[config.mk]
export PLATFORM = sky130hd
export DESIGN_NAME = spi_meas_ctrl
export DESIGN_NICKNAME = d
export VERILOG_FILES = /design/src/rtl/spi_meas_ctrl.sv
export SDC_FILE = /design/constraint.sdc
export NUM_CORES = 1
export LEC_CHECK = 0
export BUFFER_PORTS_ARGS = -buffer_cell sky130_fd_sc_hd__buf_2
export CAP_MARGIN = 20
export CORE_MARGIN = 2
export CORE_UTILIZATION = 57
export CTS_BUF_LIST = sky130_fd_sc_hd__clkbuf_8 sky130_fd_sc_hd__clkbuf_16
export CTS_CLUSTER_DIAMETER = 120
export DETAILED_ROUTE_END_ITERATION = 8
export GPL_ROUTABILITY_DRIVEN = 0
export PLACE_DENSITY_LB_ADDON = 0.25
export SYNTH_ARGS = -nofsm -noshare
export SYNTH_HDL_FRONTEND = slang
export SYNTH_SLANG_ARGS = --single-unit
[constraint.sdc]
create_clock -name clk -period 2.2 [get_ports clk]
set_clock_uncertainty 0.05 [all_clocks]
set_input_delay 0.11 -clock clk [delete_from_list [all_inputs] [get_ports clk]]
set_output_delay 0.11 -clock clk [all_outputs]
set_load 0.01 [all_outputs]
[src/rtl/spi_meas_ctrl.sv]
// Command decoder between the SPI byte slave and the measurement datapath.
// Holds cycles_num, runs a measurement window and serves response bytes on MISO.
module spi_meas_ctrl #(
    parameter int               CYC_W        = 16,
    parameter logic [CYC_W-1:0] RESET_CYCLES = 16'd100,
    parameter logic [7:0]       IDLE_BYTE    = 8'h00
) (
    input  logic             clk,
    input  logic             rst,
    input  logic             cs_active,
    input  logic [7:0]       rx_byte,
    input  logic             rx_valid,
    output logic [7:0]       tx_byte,
    output logic [CYC_W-1:0] cycles_num,
    output logic             cycles_num_rdy,
    output logic             meas_en,
    input  logic [CYC_W-1:0] result_in,
    output logic             busy
);
    // state   | meaning
    // IDLE    | waiting for a command byte
    // WR_HI   | next byte is cycles_num high byte
    // WR_LO   | next byte is cycles_num low byte, then commit
    // RESP_HI | high response byte on MISO, next slot sends low byte
    // RESP_LO | low response byte on MISO, next slot returns to idle
    // DRAIN   | unknown command, ignore bytes until cs falls
    typedef enum logic [2:0] {IDLE, WR_HI, WR_LO, RESP_HI, RESP_LO, DRAIN} state_t;

    localparam logic [7:0] CMD_WR_CYCLES = 8'h10;
    localparam logic [7:0] CMD_RD_CYCLES = 8'h20;
    localparam logic [7:0] CMD_START     = 8'h30;
    localparam logic [7:0] CMD_RD_STATUS = 8'h40;
    localparam logic [7:0] CMD_RD_RESULT = 8'h50;

    state_t           state;
    logic             cs_q;
    logic [7:0]       wr_hi;
    logic [7:0]       resp_lo;
    logic [CYC_W-1:0] cnt;
    logic [CYC_W-1:0] result_q;
    logic             err;
    logic             done;

    always_ff @(posedge clk) begin
        if (rst) begin
            state          <= IDLE;
            cs_q           <= 1'b0;
            tx_byte        <= IDLE_BYTE;
            cycles_num     <= RESET_CYCLES;
            cycles_num_rdy <= 1'b0;
            meas_en        <= 1'b0;
            busy           <= 1'b0;
            err            <= 1'b0;
            done           <= 1'b0;
            result_q       <= '0;
            cnt            <= '0;
            wr_hi          <= 8'h00;
            resp_lo        <= 8'h00;
        end else begin
            cs_q           <= cs_active;
            cycles_num_rdy <= 1'b0;

            if (cs_q && !cs_active) begin
                state   <= IDLE;
                tx_byte <= IDLE_BYTE;
            end else if (cs_active && rx_valid) begin
                case (state)
                    IDLE: begin
                        case (rx_byte)
                            CMD_WR_CYCLES: state <= WR_HI;
                            CMD_RD_CYCLES: begin
                                tx_byte <= cycles_num[15:8];
                                resp_lo <= cycles_num[7:0];
                                state   <= RESP_HI;
                            end
                            CMD_RD_RESULT: begin
                                tx_byte <= result_q[15:8];
                                resp_lo <= result_q[7:0];
                                state   <= RESP_HI;
                            end
                            CMD_RD_STATUS: begin
                                tx_byte <= {5'b0, err, done, busy};
                                err     <= 1'b0;
                                done    <= 1'b0;
                                state   <= RESP_LO;
                            end
                            CMD_START: begin
                                if (!busy && cycles_num != '0) begin
                                    cnt     <= cycles_num;
                                    busy    <= 1'b1;
                                    meas_en <= 1'b1;
                                    done    <= 1'b0;
                                end else begin
                                    err <= 1'b1;
                                end
                                state <= IDLE;
                            end
                            default: begin
                                err   <= 1'b1;
                                state <= DRAIN;
                            end
                        endcase
                    end
                    WR_HI: begin
                        wr_hi <= rx_byte;
                        state <= WR_LO;
                    end
                    WR_LO: begin
                        cycles_num     <= {wr_hi, rx_byte};
                        cycles_num_rdy <= 1'b1;
                        state          <= IDLE;
                    end
                    RESP_HI: begin
                        tx_byte <= resp_lo;
                        state   <= RESP_LO;
                    end
                    RESP_LO: begin
                        tx_byte <= IDLE_BYTE;
                        state   <= IDLE;
                    end
                    default: state <= DRAIN;
                endcase
            end

            // Window end comes last so a done set here beats a status-read clear.
            if (meas_en) begin
                if (cnt == CYC_W'(1)) begin
                    meas_en  <= 1'b0;
                    busy     <= 1'b0;
                    done     <= 1'b1;
                    result_q <= result_in;
                    cnt      <= '0;
                end else begin
                    cnt <= cnt - CYC_W'(1);
                end
            end
        end
    end
endmodule
Yosys cells after proc, flatten, opt, wreduce, memory -nomap -nowiden
Cells that the tools add are included.
W data, S select, Z words.
- register bits after elaboration: 81
- logic and storage cells: 91
- output and inout bits: 27
- bits of input ports: 28
- eq/ne operators: 13
- multiplexer cells: 36
- reductions and logical operators: 25
- bitwise gates (word level): 3
- $add $sub $neg: 1
- operators with widths (kind ; number):
    $mux W16 ; 7
    $pmux W8 S3 ; 2
    $pmux W3 S4 ; 2
    $mux W1 ; 22
    $eq A16 B1 Y1 const B ; 1
    $eq A8 B6 Y1 const B ; 2
    $eq A8 B7 Y1 const B ; 2
    $pmux W8 S2 ; 1
    $reduce_bool A16 Y1 ; 1
    $sub A16 B1 Y16 const B ; 1
    $reduce_and A5 Y1 ; 2
    $reduce_bool A2 Y1 ; 5
    $reduce_and A3 Y1 ; 3
    $eq A8 B5 Y1 const B ; 1
    $eq A3 B2 Y1 const B ; 2
    $reduce_or A2 Y1 ; 3
    $reduce_or A3 Y1 ; 2
    $ne A2 B2 Y1 const B ; 2
    $ne A4 B1 Y1 const B ; 1
    $reduce_and A4 Y1 ; 1
    $eq A3 B1 Y1 const B ; 1
    $eq A3 B3 Y1 const B ; 1
    $logic_and A1 B1 Y1 ; 3
    $logic_not A3 Y1 ; 1
    other kinds (6) ; 9

Longest topological paths before layout
- word-level depth: 9
- mapped depth: 10
- gate-level depth less buffers: 7

Worst setup path after synthesis
No wires, ideal clock.
- kind: reg-to-reg
- from: reg cnt[0]
- to: reg cnt[8]
- buffers on the path: 2
- setup time: 0.117 ns
- clock period less this slack: 1.832 ns
- path slack: 0.368 ns
- required time: 2.033 ns
- arrival: 1.664 ns
- cell stages (with the launch flop): 9
- cells stage by stage: dfxtp_1 > ha_1 > nor4b_2 > and4_1 > buf_2 > nand2b_1 > buf_2 > o21ai_0 > a32o_1
- word-level cells in the longest chain between the ends: 3
- elaborated cells on any way between the ends: 4
- those cells by class: add/sub (1); eq/ne (1); mux (2)
- ends and longest elaborated chain (item ; RTL line ; RTL):
    from (decl) ; 39 ; logic [CYC_W-1:0] cnt;
    from (signal assigned) ; 89 ; cnt <= cycles_num;
    from (signal assigned) ; 134 ; cnt <= cnt - CYC_W'(1);
    $sub A16 B1 Y16 / $eq A16 B1 Y1 (equally long branches) ; 134, 127 ;
    $mux W16 * ; 127 ; if (cnt == CYC_W'(1)) begin
    $mux W16 * ; 126 ; if (meas_en) begin
Mark *: on every way between the ends. The rest lies on a longest branch, timed or not.
A chain may end at the register's enable or synchronous reset.

Worst setup path in the final report
- from: reg cnt[1]
- to: reg cnt[8]
The elaborated chain is that of the path after synthesis.

==> impl_metrics.tcl <==
set metrics [dict create \
    outcome "finished clean" \
    worstPathMaxFanout 8 \
    synth.largest_area_cell "dfxtp_1" \
    numCtsBuffers 9 \
    vdd_drop_max_mv 0.416 \
    fillers 538 \
    crit_path_end_kind "flop" \
    gr-usage-all-layers_pct 31.2 \
    nets 577 \
    final_common_cell "dfxtp_1" \
    port_buffers 54 \
    grt_overflow 0 \
    synth_compound_area_share_pct 17.2 \
    muxShareOfSynthArea_pct 11.5 \
    die_x_um 87.9 \
    via_per_inst 5.98 \
    first_pass_iters 5 \
    startpoint_type "flop" \
    final_layout_size_suffix_gt1_share_pct 23.4 \
    ios 55 \
    final.period_utilization_pct 92.5 \
    die_h_um 87.9 \
    hold_viol_final 0 \
    grt_pass1_wl_mm 18.3 \
    yosys.area_share.simple_pct 24.6 \
    grt_antenna_before_repair 0 \
    reg2reg_slack_ns 0.16 \
    cts.sinks 81 \
    synth-async-reset-ratio_pct 0 \
    rsz0062_at_grt "false" \
    slew_violations 0 \
    cpPeakStageDelay_ns 0.34 \
    p_leak_nw 1.92 \
    clock_latency_ns 0.36 \
    path_clk_slew_ns 0.08 \
    worst_pin_slew_ns 0.671 \
    synth_nets 494 \
    r2r_start "cnt[1]$_SDFFE_PP0P_" \
    initial_utilization_pct 59.1 \
    reg2reg_depth 7 \
    post_drt_wl_per_cell_um 17.9 \
    hpwlAfterDp_mm 8.00 \
    cp_cell_sequence "inv_1 -> ha_1 -> nor4b_4 -> and4_1 -> nand2b_1 -> o21ai_0 -> a32o_1" \
    vias 3871 \
    row_count 30 \
    cap_violations 0 \
    cts_root_buffer "clkbuf_8" \
    critPathKind "reg2reg" \
    setup_viol_count_final 0 \
    synth_area_per_cell_um2 8.65 \
    pwr_density_cell_nw_per_um2 568 \
    syn_inst 464 \
    synth_flop_cell "dfxtp_1" \
    relSlewSlack_pct 54.1 \
    synth_top_family_by_area "simple AND/OR/NAND/NOR gates" \
    instances_no_fill 647 \
    cts_tree "done" \
    cp.required_ns 2.40 \
    ys_seq_elements 81 \
    synth.area.top_cells "dfxtp_1 40%, mux2i_1 9.2%, nor2_1 5.2%" \
    placed_cell_area_um2 4500 \
    core_um2 6790 \
    syn_to_final_growth_pct 21.6 \
    ant_nets 0 \
    synth-seq-area-share_pct 40.4 \
    placedCellCount 615 \
    htreeDepth 3 \
    crit_start "cnt[1]$_SDFFE_PP0P_" \
    postCtsSetupBuffers 0 \
    setup_tns_ns 0 \
    synth-adder-area-share_pct 0.623 \
    final_cell_mix "81 x dfxtp_1, 55 x nor2_1, 54 x buf_2" \
    worstPathArrival_ns 2.24 \
    ys_types 64 \
    synth_edf_count 0 \
    final_area_um2 4880 \
    drc 0 \
    drtIter0Drc 447 \
    grt_max_degree 43 \
    ys_warn_count 0 \
    final_util_pct 71.9 \
    die_area_um2 7730 \
    synth-xor-area-share_pct 0.873 \
    fin_crit_ns 2.04 \
    synth_top_area_share_pct 40.4 \
    syn_area_um2 4010 \
    cp-endpoint "cnt[8]$_SDFFE_PP0P_" \
    r2r-end "cnt[8]$_SDFFE_PP0P_" \
    cts_max_path_buffers 2 \
    wirelength_mm 11.6 \
    grt_pass1_vias 3596 \
    hold_path.class "in2reg" \
    n_antenna_cell 0 \
    max_freq_mhz 491 \
    slowest_stage "dfxtp_1" \
]
==> worst min-delay path by stage <==
stage	startpoint	end	depth (start not counted)
floorplan	rx_byte[6]	cycles_num[6]$_SDFFE_PP1P_	2
global placement	result_in[4]	result_q[4]$_SDFFE_PP0P_	3
detailed placement	result_in[5]	result_q[5]$_SDFFE_PP0P_	3
CTS	rx_byte[2]	cycles_num[2]$_SDFFE_PP1P_	3
global route	rx_byte[2]	cycles_num[2]$_SDFFE_PP1P_	3
finish	rx_byte[2]	cycles_num[2]$_SDFFE_PP1P_	3
==> kinds of logic after synthesis <==
kind of cell	Yosys count
flops	81
compound gates	102
simple gates	188
fa+ha+maj	2
buf+inv	42
mux	45
xor+xnor	4
==> state kept, by name (all words and copies together) (netlist names) <==
signal,cells
busy,1
cnt,16
cs_q,1
cycles_num,16
cycles_num_rdy,1
done,1
err,1
meas_en,1
resp_lo,8
result_q,16
state,3
tx_byte,8
wr_hi,8
==> per-layer routing <==
layer / track usage [%] / share of wire, % / up-vias
met3: 6.03 / 8.2 / 20
met4: 11.3 / 1.9 / 0
met2: 48.8 / 46 / 178
met5: 0 / 0 / -
met1: 43.2 / 44 / 1837
li1: - / - / 1836
==> where the power goes <==
part / switching, W / internal, W
Sequential: 0.0000113 / 0.00148
Combinational: 0.000109 / 0.0000811
Clock: 0.000545 / 0.000547
Total: 0.000665 / 0.00211
==> Yosys cell counts (3+ instances only) <==
library cell and instances:
o211ai_1 4, nor2_1 56, nand2_1 52, nand4_1 3, and4_1 4, inv_1 10
o32ai_1 4, clkbuf_1 14, o21ai_0 15, and3_1 3, o2bb2ai_1 4, mux2_2 7
buf_4 3, mux2i_1 37, a211oi_1 3, a21oi_1 40, a31oi_1 3, nor3b_1 4
a2111oi_0 6, nor3_1 10, nor2b_1 10, dfxtp_1 81, nor4_1 14, and2_1 4
buf_2 12, nand3_1 8
==> critical path, delay by kind of cell (launching register included) <==
kind                     cells  cell delay, ns
AND/OR/NAND/NOR              3            0.83
AO/OA/AOI/OAI                2            0.42
flip-flops                   1            0.34
adder cells (fa/ha/maj)      1            0.19
buffers and inverters        1            0.11
==> metrics by stage <==
stage	total power (W)	hold WS, ns	setup WS [ns]
after floorplan	0.00162	0.188	0.368
after global routing	0.00285	0.0315	0.00672
after global placement	0.00168	0.300	0.181
final	0.00277	0.0132	0.164
after detailed placement	0.00168	0.305	0.0923
after CTS	0.00276	0.00864	0.0429
==> layout make-up <==
| cell class | count | area [um2] | area share [%] |
|---|---|---|---|
| multi-input cells | 341 | 2220 | 45.5 |
| flip-flops and latches | 81 | 1620 | 33.2 |
| repair buffers | 104 | 688 | 14.1 |
| clock buffers | 10 | 138 | 2.82 |
| well taps | 96 | 120 | 2.46 |
| clock inverters | 5 | 57.6 | 1.18 |
| inverters | 10 | 37.5 | 0.769 |
==> repair_timing <==
| item | CTS | global route |
|---|---|---|
| resized for setup | 0 | 5 |
| hold buffers | 17 | 0 |
| hold endpoints to repair | 17 | 0 |
| endpoints found under the setup margin | 0 | 26 |
Note: power is estimated with default switching activity, not from simulation.
